**config.mk**
```make
export PLATFORM = sky130hd
export DESIGN_NAME = lut_access_ctrl
export DESIGN_NICKNAME = d
export VERILOG_FILES = /design/src/rtl/lut_access_ctrl.sv
export SDC_FILE = /design/constraint.sdc
export NUM_CORES = 1
export LEC_CHECK = 0
export BUFFER_PORTS_ARGS = -buffer_cell sky130_fd_sc_hd__buf_4
export CELL_PAD_IN_SITES_DETAIL_PLACEMENT = 1
export CELL_PAD_IN_SITES_GLOBAL_PLACEMENT = 2
export CORE_UTILIZATION = 21
export CTS_BUF_LIST = sky130_fd_sc_hd__clkbuf_16
export DETAILED_ROUTE_END_ITERATION = 12
export PLACE_DENSITY = 0.72
export REMOVE_ABC_BUFFERS = 1
export SLEW_MARGIN = 30
export SYNTH_ARGS = -nofsm -noshare
export SYNTH_HDL_FRONTEND = slang
export SYNTH_SLANG_ARGS = --single-unit
export TNS_END_PERCENT = 5
```
**constraint.sdc**
```tcl
create_clock -name clk -period 1.1 [get_ports clk]
set_input_delay 0.11 -clock clk [delete_from_list [all_inputs] [get_ports clk]]
set_output_delay 0.11 -clock clk [all_outputs]
set_load 0.005 [all_outputs]
```
**src/rtl/lut_access_ctrl.sv**
```systemverilog
// lut_access_ctrl
//   Owns the single access port of a 2**AW-entry LUT storage array.
//   After reset, or when clr_req is seen in RUN, the array is cleared with
//   an address sweep that lasts exactly DEPTH cycles.  Outside the sweep, one
//   write requester and one read requester share the port round-robin using
//   valid/ready handshakes.  Read data is registered, so responses arrive
//   one cycle after the read grant.
//
//   Optional feature macro: LUT_POPCNT_EN adds pop_cnt, a running count of
//   nonzero entries.
//
// Ports
//   clk, rst              clock, synchronous active-high reset
//   wr_valid/ready/addr/data
//                         write request channel; ready is combinational
//   rd_valid/ready/addr   read request channel; ready is combinational
//   rsp_valid, rsp_data   read response, a 1-cycle pulse; data holds otherwise
//   clr_req               request a clear sweep (acted on in RUN only)
//   busy                  high while sweeping (INIT or CLR)
//   mem_we/addr/wdata     memory port drive (combinational)
//   mem_rdata             asynchronous memory read data at mem_addr
//   pop_cnt               (LUT_POPCNT_EN only) count of entries != 0
module lut_access_ctrl #(
    parameter int unsigned AW = 4,
    parameter int unsigned DW = 1
) (
    input  logic          clk,
    input  logic          rst,
    input  logic          wr_valid,
    output logic          wr_ready,
    input  logic [AW-1:0] wr_addr,
    input  logic [DW-1:0] wr_data,
    input  logic          rd_valid,
    output logic          rd_ready,
    input  logic [AW-1:0] rd_addr,
    output logic          rsp_valid,
    output logic [DW-1:0] rsp_data,
    input  logic          clr_req,
    output logic          busy,
    output logic          mem_we,
    output logic [AW-1:0] mem_addr,
    output logic [DW-1:0] mem_wdata,
`ifdef LUT_POPCNT_EN
    output logic [AW:0]   pop_cnt,
`endif
    input  logic [DW-1:0] mem_rdata
);

    localparam int unsigned DEPTH = 1 << AW;
    localparam logic [AW-1:0] LAST_ADDR = AW'(DEPTH - 1);

    typedef enum logic [1:0] {
        ST_INIT,
        ST_RUN,
        ST_CLR
    } state_t;

    state_t        state;
    state_t        state_next;
    logic [AW-1:0] ptr;
    logic          rr_wr;   // 1: write side wins the next contested cycle

    assign busy = (state != ST_RUN);

    always_comb begin
        state_next = state;
        wr_ready   = 1'b0;
        rd_ready   = 1'b0;
        mem_we     = 1'b0;
        mem_addr   = '0;
        mem_wdata  = '0;
        case (state)
            ST_INIT, ST_CLR: begin
                mem_we   = 1'b1;
                mem_addr = ptr;
                if (ptr == LAST_ADDR) begin
                    state_next = ST_RUN;
                end
            end
            ST_RUN: begin
                // A clear request takes the cycle; neither side is granted.
                if (clr_req) begin
                    state_next = ST_CLR;
                end else if (wr_valid && (!rd_valid || rr_wr)) begin
                    wr_ready  = 1'b1;
                    mem_we    = 1'b1;
                    mem_addr  = wr_addr;
                    mem_wdata = wr_data;
                end else if (rd_valid) begin
                    rd_ready = 1'b1;
                    mem_addr = rd_addr;
                end
            end
            default: begin
                state_next = ST_INIT;
            end
        endcase
    end

    always_ff @(posedge clk) begin
        if (rst) begin
            state     <= ST_INIT;
            ptr       <= '0;
            rr_wr     <= 1'b1;
            rsp_valid <= 1'b0;
            rsp_data  <= '0;
        end else begin
            state <= state_next;
            // ptr wraps from LAST_ADDR back to 0 as the sweep finishes, so a
            // later CLR sweep always starts at address 0.
            if (state != ST_RUN) begin
                ptr <= ptr + AW'(1);
            end
            if (wr_ready) begin
                rr_wr <= 1'b0;
            end else if (rd_ready) begin
                rr_wr <= 1'b1;
            end
            rsp_valid <= rd_ready;
            if (rd_ready) begin
                rsp_data <= mem_rdata;
            end
        end
    end

`ifdef LUT_POPCNT_EN
    logic [AW:0] pop_inc;
    logic [AW:0] pop_dec;

    // During a write grant mem_addr == wr_addr, so mem_rdata is the value
    // being overwritten.
    assign pop_inc = {{AW{1'b0}}, (wr_data != '0)};
    assign pop_dec = {{AW{1'b0}}, (mem_rdata != '0)};

    always_ff @(posedge clk) begin
        if (rst) begin
            pop_cnt <= '0;
        end else if (state != ST_RUN || clr_req) begin
            pop_cnt <= '0;
        end else if (wr_ready) begin
            pop_cnt <= pop_cnt + pop_inc - pop_dec;
        end
    end
`endif

endmodule

```
==> key figures, run 1 <==
Status
  – Outcome: complete, but fails checks
  – Failing checks: negative setup slack

Global route
  – Gr usage total: between 10% and 20%
  – Grt total ovfl: 0
  – Antenna violations before repair: 0
  – Vias in the first global route: 544
  – Largest net degree at the start of global routing: 11
  – Global-route wire length before repair: 2370 um

Setup path
  – R2R cell count: 4
  – WP data arrival: about 1.4 ns
  – CP required: 0.99 ns
  – CP Class: flip-flop to output port
  – Critical path fanouts, max: 5
  – Startpoint Class: flip-flop
  – CP Capture Type: output port

Route
  – Routed WL: ~1500 um
  – Vias per inst: 4.66
  – Post-route DRC violation count: 0
  – Detailed-route via count: around 550
  – DR pass1 iterations: 3
  – ANT nets after route: 0
  – Iteration-0 DRC Markers: 7
  – Routed length per instance: approximately 12 um

Place
  – Pre-CTS worst setup slack: -0.179 ns
  – Routability congestion estimate: approximately 0.73
  – Dpl cell area: between 700 and 800 um^2
  – Hpwl dp: between 1000 and 1500 um
  – IO buf count: 25

STA
  – Hold_ws: ~0.13 ns
  – Final setup viols: 14
  – Setup WS post-layout: -0.388 ns
  – Slew HR: roughly 86%
  – Hold Violations, Final: 0
  – Setup Skew: approximately 0.0026 ns
  – Fmax: roughly 670 MHz
  – Fin crit share: 135%
  – Final min period: between 1 and 1.5 ns
  – Final slew viol count: 0
  – RSZ-0062 raised after global routing: yes
  – Worst slew pin tran: 0.203 ns

Power
  – Pleak: just over 0.4 nW
  – Maximum VDD drop: 0.000572 V
  – Power per cell area: 1230 nW/um^2

Die
  – Die X: 51.5 um
  – Initial Utilization: a little under a quarter
  – I/O Pins: 26
  – Core Area: 2250 um^2
  – Die ar.: ~2700 um^2
  – Die Span Y: around 52 um
  – Cell Rows: 17

Clock tree
  – CTS root buffer: clkbuf_16
  – Post-CTS Setup Repair Bufs: 0
  – Clk pin slew, worst setup/hold paths: around 0.040 ns
  – Clock buffer count from CTS: 3
  – # clock sinks: 9
  – Clock buffer depth: 2
  – CTS HTree Levels: 1
  – Post-CTS Hold Buffers: 0
  – TritonCTS clock tree: built
  – Clock Latency Late Sink: approximately 0.24 ns

Cells and area
  – Commonest non-fill, non-tap cell in the layout: buf_4
  – Post-layout nets: approximately 110
  – Most frequent cells in the layout: buf_4, dfxtp_1
  – Fill count: just under 300
  – Antenna fix cells: 0
  – Layout cells sized above 1: between 50% and 60%
  – Post-route cell area: around 900 um^2
  – Final core utilization: 40.0%
  – Synth-to-layout area growth: 75.0%

Logic synthesis
  – Seq cells post-synth: 9
  – Mapped cell area: slightly above 500 um^2
  – Synth warn: 0
  – Cells after synthesis: 55
  – Synth cell types: 29
  – Sequential share of the synthesized area: around a third
  – Syn Area/Cell: 9.37 um^2

Min path
  – Hold path depth: 2
  – Min-delay worst type: primary input to flip-flop

Job
  – Max Cap Viol: 0
==> flip-flops by register name, summed over array words and instances, names as in the netlist <==
signal,flops
state,2
rr_wr,1
ptr,4
rsp_data,1
rsp_valid,1
==> path summary, 6_finish.rpt <==
path,from,to,slack (ns)
worst max register to register,state[0],ptr[3],-0.11
worst min register to register,rsp_data,rsp_data,0.47
worst max-delay path,state[1],mem_addr[0],-0.39
worst min-delay path,rst,ptr[3],0.13
==> cell usage after synthesis <==
library cell,count,area share (%)
a211o_2,1,1.9
a21boi_4,1,3.6
a21oi_1,3,2.9
a221o_1,4,7.8
a22oi_1,1,1.5
a31oi_1,1,1.2
and2_4,1,1.7
and2b_1,4,5.8
and2b_4,1,1.9
and3_1,1,1.2
and4bb_1,1,2.4
and4bb_4,1,3.2
buf_1,1,0.73
buf_6,1,2.2
dfxtp_1,9,35
ha_1,1,2.4
inv_1,2,1.5
inv_2,1,0.73
mux2i_1,1,1.9
nand2_1,2,1.5
nand2b_1,3,3.6
nand3_1,2,1.9
nor2_1,4,2.9
nor2b_1,1,1.2
o21ai_0,2,1.9
o22a_1,1,1.7
or2b_1,1,1.5
or3_1,2,2.4
xnor2_1,1,1.7
==> stage by stage <==
step	instances	power, W	TNS, ns
after floorplan	53	0.000386	-0.380
after global placement	115	0.000464	-0.950
after detailed placement	115	0.000467	-1.11
after CTS	119	0.00112	-2.90
after global routing	119	0.00117	-3.64
final	119	0.00111	-2.86
==> where the power goes <==
part	switching, W	leakage (nW)	total, W	internal, W
Combinational	0.0000407	0.299	0.000118	0.0000771
Sequential	0.0000109	0.0747	0.000350	0.000339
Clock	0.000169	0.0423	0.000645	0.000476
==> repair_timing <==
action | CTS | global route
gates resized for setup | 6 | 6
endpoints found under the setup margin | 14 | 17
pin swaps | 7 | 0
==> critical path: stages (launching register included) <==
cell and delay [ns]:
dfxtp_2 0.33, and4bb_1 0.19, a21boi_4 0.15, a221o_1 0.32
buf_4 0.14
==> final cells by class <==
cell class	count	area, um^2	share of cell area [%]
clock buffer	3	75.1	8.32
clock inverter	1	3.75	0.416
sequential	9	185	20.5
tap	28	35.0	3.88
timing repair buffer	34	263	29.1
multi-input combinational	41	327	36.2
inverter	3	13.8	1.53
==> layer usage <==
metal	wire, um	vias up	GRT usage, %
li1	-	270	-
met1	645	250	14.2
met2	621	29	19.3
met3	151	5	3.80
met4	51	0	10.8
met5	0	-	0
==> logic make-up after synthesis <==
group	after synthesis	synth area share [%]
compound gates	14	22.6
xor+xnor	1	1.70
fa+ha+maj	1	2.43
mux	1	1.94
flops	9	35.0
buf+inv	5	5.10
simple gates	24	31.3
Power figures use the tool's default switching activity.
==> inputs of run 2 (changes only) <==
- PLACE_DENSITY: 0.72 -> 0.69
- SETUP_SLACK_MARGIN: not set -> 0.2
==> key figures, run 2 (synthesized netlist as in run 1, its figures left out) <==
Power
  – Power per cell area: 1220 nW/um^2
  – Pleak: ~0.42 nW
  – Switch share: between 10% and 20%
  – Pint: around 0.00090 W
  – Tot Pwr: ~0.0011 W
  – Gate power share: around 11%
  – Clock Power Share: around 57%
  – Switch Pwr: ~0.00021 W
  – Part of the power in registers: a little under a third
  – Maximum VDD drop: slightly above 0.0009 V

STA
  – Hold Violations, Final: 0
  – Hold_ws: 0.116 ns
  – Slew HR: roughly 87%
  – Fmax: between 600 and 700 MHz
  – Final slew viol count: 0
  – RSZ-0062 raised after global routing: yes
  – Final setup viols: 14
  – Final min period: around 1.5 ns
  – Worst slew pin tran: 0.193 ns
  – Setup Skew: about 0.00038 ns
  – Fin crit share: 133%
  – Setup WS post-layout: -0.360 ns

Clock tree
  – Clk pin slew, worst setup/hold paths: around 0.04 ns
  – Clock buffer count from CTS: 3
  – CTS root buffer: clkbuf_16
  – # clock sinks: 9
  – CTS HTree Levels: 1
  – Post-CTS Hold Buffers: 0
  – Clock buffer depth: 2
  – TritonCTS clock tree: built
  – Clock Latency Late Sink: between 0.2 and 0.25 ns

Setup path
  – WP data arrival: 1.35 ns
  – CP Class: flip-flop to output port
  – CP required: ~0.99 ns
  – Startpoint Class: flip-flop
  – CP Capture Type: output port
  – Critical path fanouts, max: 5
  – R2r startpoint: state[1]
  – Crit path launch: state[1]

Route
  – Routed WL: roughly 1500 um
  – Detailed-route via count: 543
  – DR pass1 iterations: 2
  – Post-route DRC violation count: 0
  – Vias per inst: between 4 and 5
  – ANT nets after route: 0
  – Routed length per instance: 12.1 um
  – Iteration-0 DRC Markers: 7

Cells and area
  – Top flop regs: ptr (4), state (2)
  – Most frequent cells in the layout: buf_4, dfxtp_1
  – Post-layout nets: approximately 110
  – Register bank with the most flops: ptr
  – Commonest non-fill, non-tap cell in the layout: buf_4
  – Antenna fix cells: 0
  – Flip-flop count of the largest register after layout: 4
  – Final core utilization: 40.0%
  – Layout cells sized above 1: between 50% and 60%
  – Synth-to-layout area growth: 75.0%

Min path
  – Hold Path Origin: rst
  – Min-delay worst type: primary input to flip-flop

Die
  – I/O Pins: 26
  – Die Span Y: 51.5 um
  – Initial Utilization: between 20% and 30%
  – Core Area: ~2300 um^2
  – Die ar.: ~2700 um^2
  – Die X: just over 50 um
  – Cell Rows: 17

Global route
  – Largest net degree at the start of global routing: 11
  – Grt total ovfl: 0
  – Gr usage total: around an eighth
  – Vias in the first global route: around 570
  – Grt met2 use: ~18%
  – Antenna violations before repair: 0
  – Global-route wire length before repair: ~2300 um
  – GR Util met3: under 10%
  – Met1 Use GR: between 10% and 20%
  – Busiest grt layer: met2

Job
  – Max Cap Viol: 0

Place
  – Pre-CTS worst setup slack: -0.166 ns
  – IO buf count: 25
  – Hpwl dp: roughly 1200 um
  – Routability congestion estimate: 0.721

Status
  – Failing checks: negative setup slack
  – Outcome: complete, but fails checks
==> run 2: cell types whose count changed in the layout (fill, tap and decap cells not counted) <==
cell | previous run | this run
a21oi_1 | 1 | 3
a21oi_2 | 2 | 0
buf_4 | 32 | 33
o21ai_0 | 1 | 2
o21ai_1 | 1 | 0
==> run 2: cell type report <==
| cell class | count | area (um^2) |
|---|---|---|
| tap | 28 | 35.0 |
| inverter | 3 | 13.8 |
| clock inverter | 1 | 3.75 |
| fill | 287 | 1350 |
| timing repair buffer | 35 | 270 |
| clock buffer | 3 | 75.1 |
| sequential | 9 | 185 |
| multi-input combinational | 41 | 319 |
==> run 2: what timing repair did <==
item	CTS	global route
gates resized for setup	4	5
endpoints found under the setup margin	18	18
pin swaps	9	3
setup buffers	1	0
==> run 2: path summary, 6_finish.rpt <==
check / to / slack (ns) / depth (start not counted)
worst max-delay path: mem_addr[3] / -0.36 / 4
worst min-delay path: ptr[1] / 0.12 / 2
worst max register to register: rsp_data / -0.10 / 4
worst min register to register: ptr[1] / 0.47 / 2
==> run 2: power by group through the flow <==
stage | registers (W) | clock network [W] | logic (W)
3_3_place_gp | 0.000352 | 0 | 0.000118
6_report | 0.000349 | 0.000630 | 0.000124
3_5_place_dp | 0.000352 | 0 | 0.000121
5_1_grt | 0.000350 | 0.000660 | 0.000139
4_1_cts | 0.000347 | 0.000643 | 0.000123
2_1_floorplan | 0.000351 | 0 | 0.0000352
==> run 2: critical path, stage by stage, from the launching register on <==
cell and delay, ns:
dfxtp_2 0.32, and4bb_1 0.19, a21boi_4 0.15, a221o_1 0.32, buf_4 0.14
==> run 2: stage by stage <==
step | TNS [ns] | std cells | instance area (um^2)
2_1_floorplan | -0.380 | 53 | 500
3_3_place_gp | -0.825 | 115 | 791
3_5_place_dp | -1.04 | 115 | 791
4_1_cts | -2.75 | 120 | 887
5_1_grt | -3.38 | 120 | 902
6_report | -2.66 | 120 | 902
==> run 2: layer usage <==
layer	vias to the layer above	routed length [um]
li1	272	-
met4	0	31
met2	19	653
met1	248	665
met5	-	0
met3	4	104
